<file path="src/rtl/glitch_ctrl_pkg.sv">
// Shared types and defaults for the TDL glitch-monitor controller.
// The state encoding is visible on the state port, so its values are fixed.
package glitch_ctrl_pkg;

  typedef enum logic [2:0] {
    ST_IDLE    = 3'd0,
    ST_SETTLE  = 3'd1,
    ST_OBSERVE = 3'd2,
    ST_ARMED   = 3'd3,
    ST_HOLD    = 3'd4,
    ST_FAIL    = 3'd5
  } state_t;

  localparam int unsigned DEF_NUM_DET    = 4;
  localparam int unsigned DEF_TAP_W      = 3;
  localparam int unsigned DEF_SETTLE_CYC = 8;
  localparam int unsigned DEF_CAL_CYC    = 256;
  localparam int unsigned DEF_MARGIN     = 1;
  localparam int unsigned DEF_DEBOUNCE   = 2;
  localparam int unsigned DEF_CNT_W      = 16;
  localparam int unsigned DEF_TS_W       = 32;

  function automatic int unsigned tap_minus_margin(input int unsigned tap,
                                                   input int unsigned margin);
    return (tap > margin) ? tap - margin : 0;
  endfunction

endpackage

</file>
<file path="src/rtl/glitch_monitor_ctrl_debounce.sv">
// Consecutive-alarm-cycle qualifier with an OR accumulator of the alarm bits
// seen in the current run; restart holds both at zero.
module glitch_debounce
  import glitch_ctrl_pkg::*;
#(
  parameter int unsigned NUM_DET  = DEF_NUM_DET,
  parameter int unsigned DEBOUNCE = DEF_DEBOUNCE
) (
  input  logic               clk_ps,
  input  logic               resetn,
  input  logic               restart,
  input  logic               active,
  input  logic [NUM_DET-1:0] alarm,
  output logic               qualify,
  output logic [NUM_DET-1:0] mask
);

  localparam int unsigned DB_W = $clog2(DEBOUNCE + 1);

  logic [DB_W-1:0]    cnt_q;
  logic [NUM_DET-1:0] acc_q;
  logic               hit;

  assign hit     = |alarm;
  assign qualify = active && hit && (cnt_q == DB_W'(DEBOUNCE - 1));
  assign mask    = acc_q | alarm;

  always_ff @(posedge clk_ps) begin
    if (!resetn || restart) begin
      cnt_q <= '0;
      acc_q <= '0;
    end else if (active) begin
      if (hit && !qualify) begin
        cnt_q <= cnt_q + 1'b1;
        acc_q <= mask;
      end else begin
        cnt_q <= '0;
        acc_q <= '0;
      end
    end
  end

endmodule

</file>
<file path="src/rtl/glitch_monitor_ctrl.sv">
// Calibrates the shared TDL tap, then arms, debounces detector alarms and
// captures a sticky event record for the PS.
module glitch_monitor_ctrl
  import glitch_ctrl_pkg::*;
#(
  parameter int unsigned NUM_DET    = DEF_NUM_DET,
  parameter int unsigned TAP_W      = DEF_TAP_W,
  parameter int unsigned SETTLE_CYC = DEF_SETTLE_CYC,
  parameter int unsigned CAL_CYC    = DEF_CAL_CYC,
  parameter int unsigned MARGIN     = DEF_MARGIN,
  parameter int unsigned DEBOUNCE   = DEF_DEBOUNCE,
  parameter int unsigned CNT_W      = DEF_CNT_W,
  parameter int unsigned TS_W       = DEF_TS_W
) (
  input  logic               clk_ps,
  input  logic               resetn,
  input  logic               enable,
  input  logic               clear,
  input  logic [NUM_DET-1:0] det_alarm,
  output logic               tdl_launch,
  output logic [TAP_W-1:0]   tap_sel,
  output logic [2:0]         state,
  output logic               calib_done,
  output logic               calib_fail,
  output logic               alarm_irq,
  output logic [NUM_DET-1:0] alarm_mask,
  output logic [CNT_W-1:0]   alarm_count,
  output logic [TS_W-1:0]    alarm_time
);

  localparam int unsigned TMR_MAX = (CAL_CYC > SETTLE_CYC) ? CAL_CYC : SETTLE_CYC;
  localparam int unsigned TMR_W   = $clog2(TMR_MAX + 1);

  state_t             state_q, state_d;
  logic [TMR_W-1:0]   timer_q, timer_d;
  logic [TAP_W-1:0]   tap_q, tap_d;
  logic               done_q, done_d;
  logic               fail_q, fail_d;
  logic               launch_q, launch_d;
  logic [TS_W-1:0]    ts_q;
  logic               qualify;
  logic [NUM_DET-1:0] dbn_mask;

  glitch_debounce #(
    .NUM_DET  (NUM_DET),
    .DEBOUNCE (DEBOUNCE)
  ) u_debounce (
    .clk_ps  (clk_ps),
    .resetn  (resetn),
    .restart (state_q != ST_ARMED),
    .active  (state_q == ST_ARMED),
    .alarm   (det_alarm),
    .qualify (qualify),
    .mask    (dbn_mask)
  );

  always_comb begin
    state_d = state_q;
    timer_d = '0;
    tap_d   = tap_q;
    done_d  = done_q;
    fail_d  = fail_q;
    case (state_q)
      ST_IDLE: begin
        if (enable) begin
          tap_d   = '1;
          done_d  = 1'b0;
          fail_d  = 1'b0;
          state_d = ST_SETTLE;
        end
      end
      ST_SETTLE: begin
        timer_d = timer_q + 1'b1;
        // calib_done doubles as the "calibration complete" route flag
        if (timer_q == TMR_W'(SETTLE_CYC - 1)) begin
          timer_d = '0;
          state_d = done_q ? ST_ARMED : ST_OBSERVE;
        end
      end
      ST_OBSERVE: begin
        timer_d = timer_q + 1'b1;
        if (|det_alarm) begin
          timer_d = '0;
          if (tap_q != '0) begin
            tap_d   = tap_q - 1'b1;
            state_d = ST_SETTLE;
          end else begin
            fail_d  = 1'b1;
            state_d = ST_FAIL;
          end
        end else if (timer_q == TMR_W'(CAL_CYC - 1)) begin
          timer_d = '0;
          tap_d   = TAP_W'(tap_minus_margin(32'(tap_q), MARGIN));
          done_d  = 1'b1;
          state_d = ST_SETTLE;
        end
      end
      ST_ARMED: if (qualify) state_d = ST_HOLD;
      ST_HOLD:  if (clear) state_d = ST_ARMED;
      ST_FAIL:  state_d = ST_FAIL;
      default:  state_d = ST_IDLE;
    endcase
    // Dropping enable abandons the step in progress but keeps tap and flags.
    if (!enable) begin
      state_d = ST_IDLE;
      timer_d = '0;
      tap_d   = tap_q;
      done_d  = done_q;
      fail_d  = fail_q;
    end
    launch_d = (state_d == ST_SETTLE) || (state_d == ST_OBSERVE) ||
               (state_d == ST_ARMED)  || (state_d == ST_HOLD);
  end

  always_ff @(posedge clk_ps) begin
    if (!resetn) begin
      state_q  <= ST_IDLE;
      timer_q  <= '0;
      tap_q    <= '1;
      done_q   <= 1'b0;
      fail_q   <= 1'b0;
      launch_q <= 1'b0;
      ts_q     <= '0;
    end else begin
      state_q  <= state_d;
      timer_q  <= timer_d;
      tap_q    <= tap_d;
      done_q   <= done_d;
      fail_q   <= fail_d;
      launch_q <= launch_d;
      ts_q     <= ts_q + 1'b1;
    end
  end

  always_ff @(posedge clk_ps) begin
    if (!resetn) begin
      alarm_irq   <= 1'b0;
      alarm_mask  <= '0;
      alarm_count <= '0;
      alarm_time  <= '0;
    end else if (qualify) begin
      alarm_irq  <= 1'b1;
      alarm_mask <= dbn_mask;
      alarm_time <= ts_q;
      if (alarm_count != '1) alarm_count <= alarm_count + 1'b1;
    end else if (clear) begin
      alarm_irq <= 1'b0;
    end
  end

  assign tdl_launch = launch_q;
  assign tap_sel    = tap_q;
  assign state      = state_q;
  assign calib_done = done_q;
  assign calib_fail = fail_q;

endmodule

</file>
<file path="config.mk">
export PLATFORM = sky130hd
export DESIGN_NAME = glitch_monitor_ctrl
export DESIGN_NICKNAME = d
export VERILOG_FILES = /design/src/rtl/glitch_ctrl_pkg.sv /design/src/rtl/glitch_monitor_ctrl_debounce.sv /design/src/rtl/glitch_monitor_ctrl.sv
export SDC_FILE = /design/constraint.sdc
export NUM_CORES = 1
export LEC_CHECK = 0
export BUFFER_PORTS_ARGS = -buffer_cell sky130_fd_sc_hd__buf_4
export CORE_UTILIZATION = 50
export DETAILED_ROUTE_END_ITERATION = 12
export GPL_TIMING_DRIVEN = 1
export PLACE_DENSITY = 0.8
export RECOVER_POWER = 100
export SLEW_MARGIN = 20
export SYNTH_ARGS = -nofsm -noshare
export SYNTH_HDL_FRONTEND = slang
export SYNTH_HIERARCHICAL = 1
export SYNTH_SLANG_ARGS = --single-unit
</file>
<file path="constraint.sdc">
create_clock -name clk_ps -period 2.97 [get_ports clk_ps]
set_input_delay 0.1485 -clock clk_ps [delete_from_list [all_inputs] [get_ports clk_ps]]
set_output_delay 0.1485 -clock clk_ps [all_outputs]
set_load 0.01 [all_outputs]
</file>
==> impl_results.md <==
- Clock Tree Buf Depth: 2
- Initial antenna violation count: 0
- Initial DRC count: approximately 140
- Die Ht: 101 µm
- Yosys reg bits: between 100 and 150
- Post-CTS Setup Inserts: 0
- IO Pins: 70
- Clk pwr share: between 30% and 40%
- FMAX: about 0.39 GHz
- Max VDD drop: 0.000288 V
- DR vias/cell: between 5 and 6
- Leakage: around 1.7 nW
- Clock-pin slew on the worst setup and hold paths: 90 ps
- Sequential fraction of design power: between 60% and 70%
- Drt pass-1 iters: 4
- Vias in the first global route: approximately 3800
- DRC viols: 0
- Post-Syn Nets: roughly 560
- Core area: between 0.009 and 0.01 mm²
- Min Tclk post-route: 2590 ps
- Netlist cell types: between 50 and 60
- Status: finished, violations left
- FP Rows: 35
- Fin crit share: around 87%
- Synth top area share: around 45%
- IO Port Bufs: just under 70
- Share of layout cells above drive strength 1: roughly 4.7%
- CP arrival: around 2800 ps
- Final Wtd Congestion: around 0.84
- Min-Delay Path Class: input port to flip-flop
- DP HPWL: 7.01 mm
- Yosys warns: 6
- CTS tree: done
- Max_cap viols: 1
- Crit Path Class: flip-flop to flip-flop
- Slew Viols, Final: 73
- Final ANT Viol Nets: 0
- Final #Nets: between 600 and 700
- Failing checks: capacitance limit, slew limit
- Predominant post-synthesis flop cell: dfxtp_1
- CP startpoint kind: flip-flop
- Crit Path Max Fanout: between 40 and 50
- GRT Util Overall: 21.1%
- Sequential area share after synthesis: 44.6%
- Asr flop ratio synth: 0%
- WL/cell: roughly 14 µm
- Final Non-Filler Cells: 730
- Final hold violations: 0
- Critical Path RT: between 3000 and 4000 ps
- Largest net degree at the start of global routing: 73
- Clock latency on the worst-skew pair: ~360 ps
- Htree depth: 3
- Initial Utilization: 52.2%
- Synthesized cell area: roughly 0.0049 mm²
- Die area: roughly 0.010 mm²
- Unrepaired setup endpoints after global routing: false
- Grt ovf: 0
- Post-synth EDFFs: 0
- Net Sw Frac: between 20 and 25%
- Leading area contributor after synthesis: dfxtp_1
- CP startpoint: state[1]
- P_int: ~1.8 mW
- # setup viols final: 0
- Register-to-Register Path Depth: 8
- Synthesized instance count: around 540
- Placed cell count: around 700
- Comb pwr share: under 10%
- Syn_area_per_cell: about 9 µm²
- Diodes inserted: 0
- First-pass GRT wire length: around 17 mm
- Via count: between 4000 and 5000
- Post-route clock skew: 14.7 ps
- Num CTS Buffers: 9
- Synth-to-Final Area Change: 9.40%
- Critical register-to-register path startpoint: state[1]
- Hold_sp: det_alarm[2]
- Final WL: between 10 and 15 mm
- Worst-Margin Slew: 2130 ps
- Clock root cell: clkbuf_8
- Chip width: between 100 and 150 µm
- TNS Setup: 0 ps
- Largest cells by area after synthesis: dfxtp_1 (45%), mux2i_1 (9.4%), nor2_1 (5.3%)
- P per Cell Area: between 400 and 500 mW/mm²
- Slew Limit Headroom: -42.4%
- Worst hold path cell count: 3
- Clk sinks: 109
- Worst setup EP type: flip-flop
- Net Switching: ~0.52 mW
==> critical path, stage by stage, from the launching register on <==
cell      delay [ps]
dfxtp_1          620
nand3b_1         200
inv_1            210
and3_2           230
clkbuf_4         600
nand3b_1         150
a21oi_1          180
a311o_1          150
a31oi_1          110
==> timing repair <==
item | CTS | global route
resized for setup | 0 | 0
hold buffers | 1 | 0
hold endpoints to repair | 1 | 0
==> metrics by stage <==
stage / hold slack (ps) / cell area (µm²) / total power, mW / utilization (%) / worst slack (ps)
after floorplan: 252 / 4900 / 1.55 / - / 499
after global placement: 366 / 5430 / 1.57 / 58.0 / 553
after detailed placement: 370 / 5440 / 1.58 / 58.0 / 433
after CTS: 134 / 5620 / 2.38 / 60.0 / 404
after global routing: 131 / 5360 / 2.44 / 57.2 / 93.5
final: 147 / 5360 / 2.35 / 57.2 / 380
==> power by group through the flow <==
stage / Sequential [mW] / Clock, mW / Combinational, mW
global route: 1.48 / 0.891 / 0.0745
finish: 1.47 / 0.809 / 0.0663
CTS: 1.47 / 0.836 / 0.0690
detailed placement: 1.51 / 0 / 0.0678
floorplan: 1.50 / 0 / 0.0505
global placement: 1.51 / 0 / 0.0655
==> sequential cells by signal (all words and copies together), names as in the netlist, 2 cells and up <==
| name | flops |
|---|---|
| u_debounce/acc_q | 4 |
| timer_q | 9 |
| u_debounce/cnt_q | 2 |
| alarm_time | 32 |
| ts_q | 32 |
| alarm_count | 16 |
| alarm_mask | 4 |
| state | 3 |
| tap_sel | 3 |
==> logic make-up after synthesis <==
group / Yosys count / share of synthesized area [%]
flops: 109 / 44.6
simple gates: 224 / 24.0
buf+inv: 51 / 4.93
compound gates: 84 / 11.2
fa+ha+maj: 8 / 2.04
mux: 47 / 9.63
xor+xnor: 20 / 3.58
==> synthesized netlist by cell type (8+ instances only) <==
cell type and number:
ha_1 8, xor2_1 8, nand2b_1 20, or3_1 13, xnor2_1 12, clkbuf_1 15
inv_1 21, nor2_1 69, nor3_1 9, nand2_1 34, dfxtp_1 109, nand4_1 10
a21oi_1 25, nor4_1 9, o21ai_0 16, mux2i_1 46, nand3_1 23
==> placed cells by master (no fill, tap or decap), types with 4 or more instances in the layout <==
master and n:
nor2b_1 5, buf_4 7, clkbuf_8 11, nor4_1 9, a211oi_1 6, nor2_1 69
xnor2_1 12, a21oi_1 25, nand3_1 23, o311ai_0 7, inv_1 22, and4_1 4
xor2_1 8, nand2_1 34, or3_1 13, clkbuf_1 63, o41ai_1 7, and3_1 5
nor3_1 9, o31ai_1 4, dfxtp_1 109, or4_1 7, a31oi_1 6, mux2i_1 46
ha_1 8, nand4_1 11, o21ai_0 17, nand2b_1 20
==> final cells by class <==
cell class	instances	area (µm²)
fillers	911	4020
multi-input cells	383	2450
flip-flops and latches	109	2180
repair buffers	72	308
well taps	129	161
clock buffers	12	155
inverters	22	82.6
clock inverters	3	21.3
==> layer usage <==
metal / vias up / GRT usage (%) / share of wire, %
met1: 1910 / 25.3 / 45
met2: 71 / 37.8 / 50
li1: 2040 / - / -
met4: 0 / 7.80 / 1.7
met3: 15 / 3.61 / 3.2
met5: - / 0 / 0
==> path summary, 6_finish.rpt <==
| kind | end | slack, ps |
|---|---|---|
| max reg2reg | tdl_launch | 380 |
| min reg2reg | timer_q[0] | 470 |
| min | u_debounce/acc_q[2] | 150 |
| max | tdl_launch | 380 |
Power figures use the tool's default switching activity.
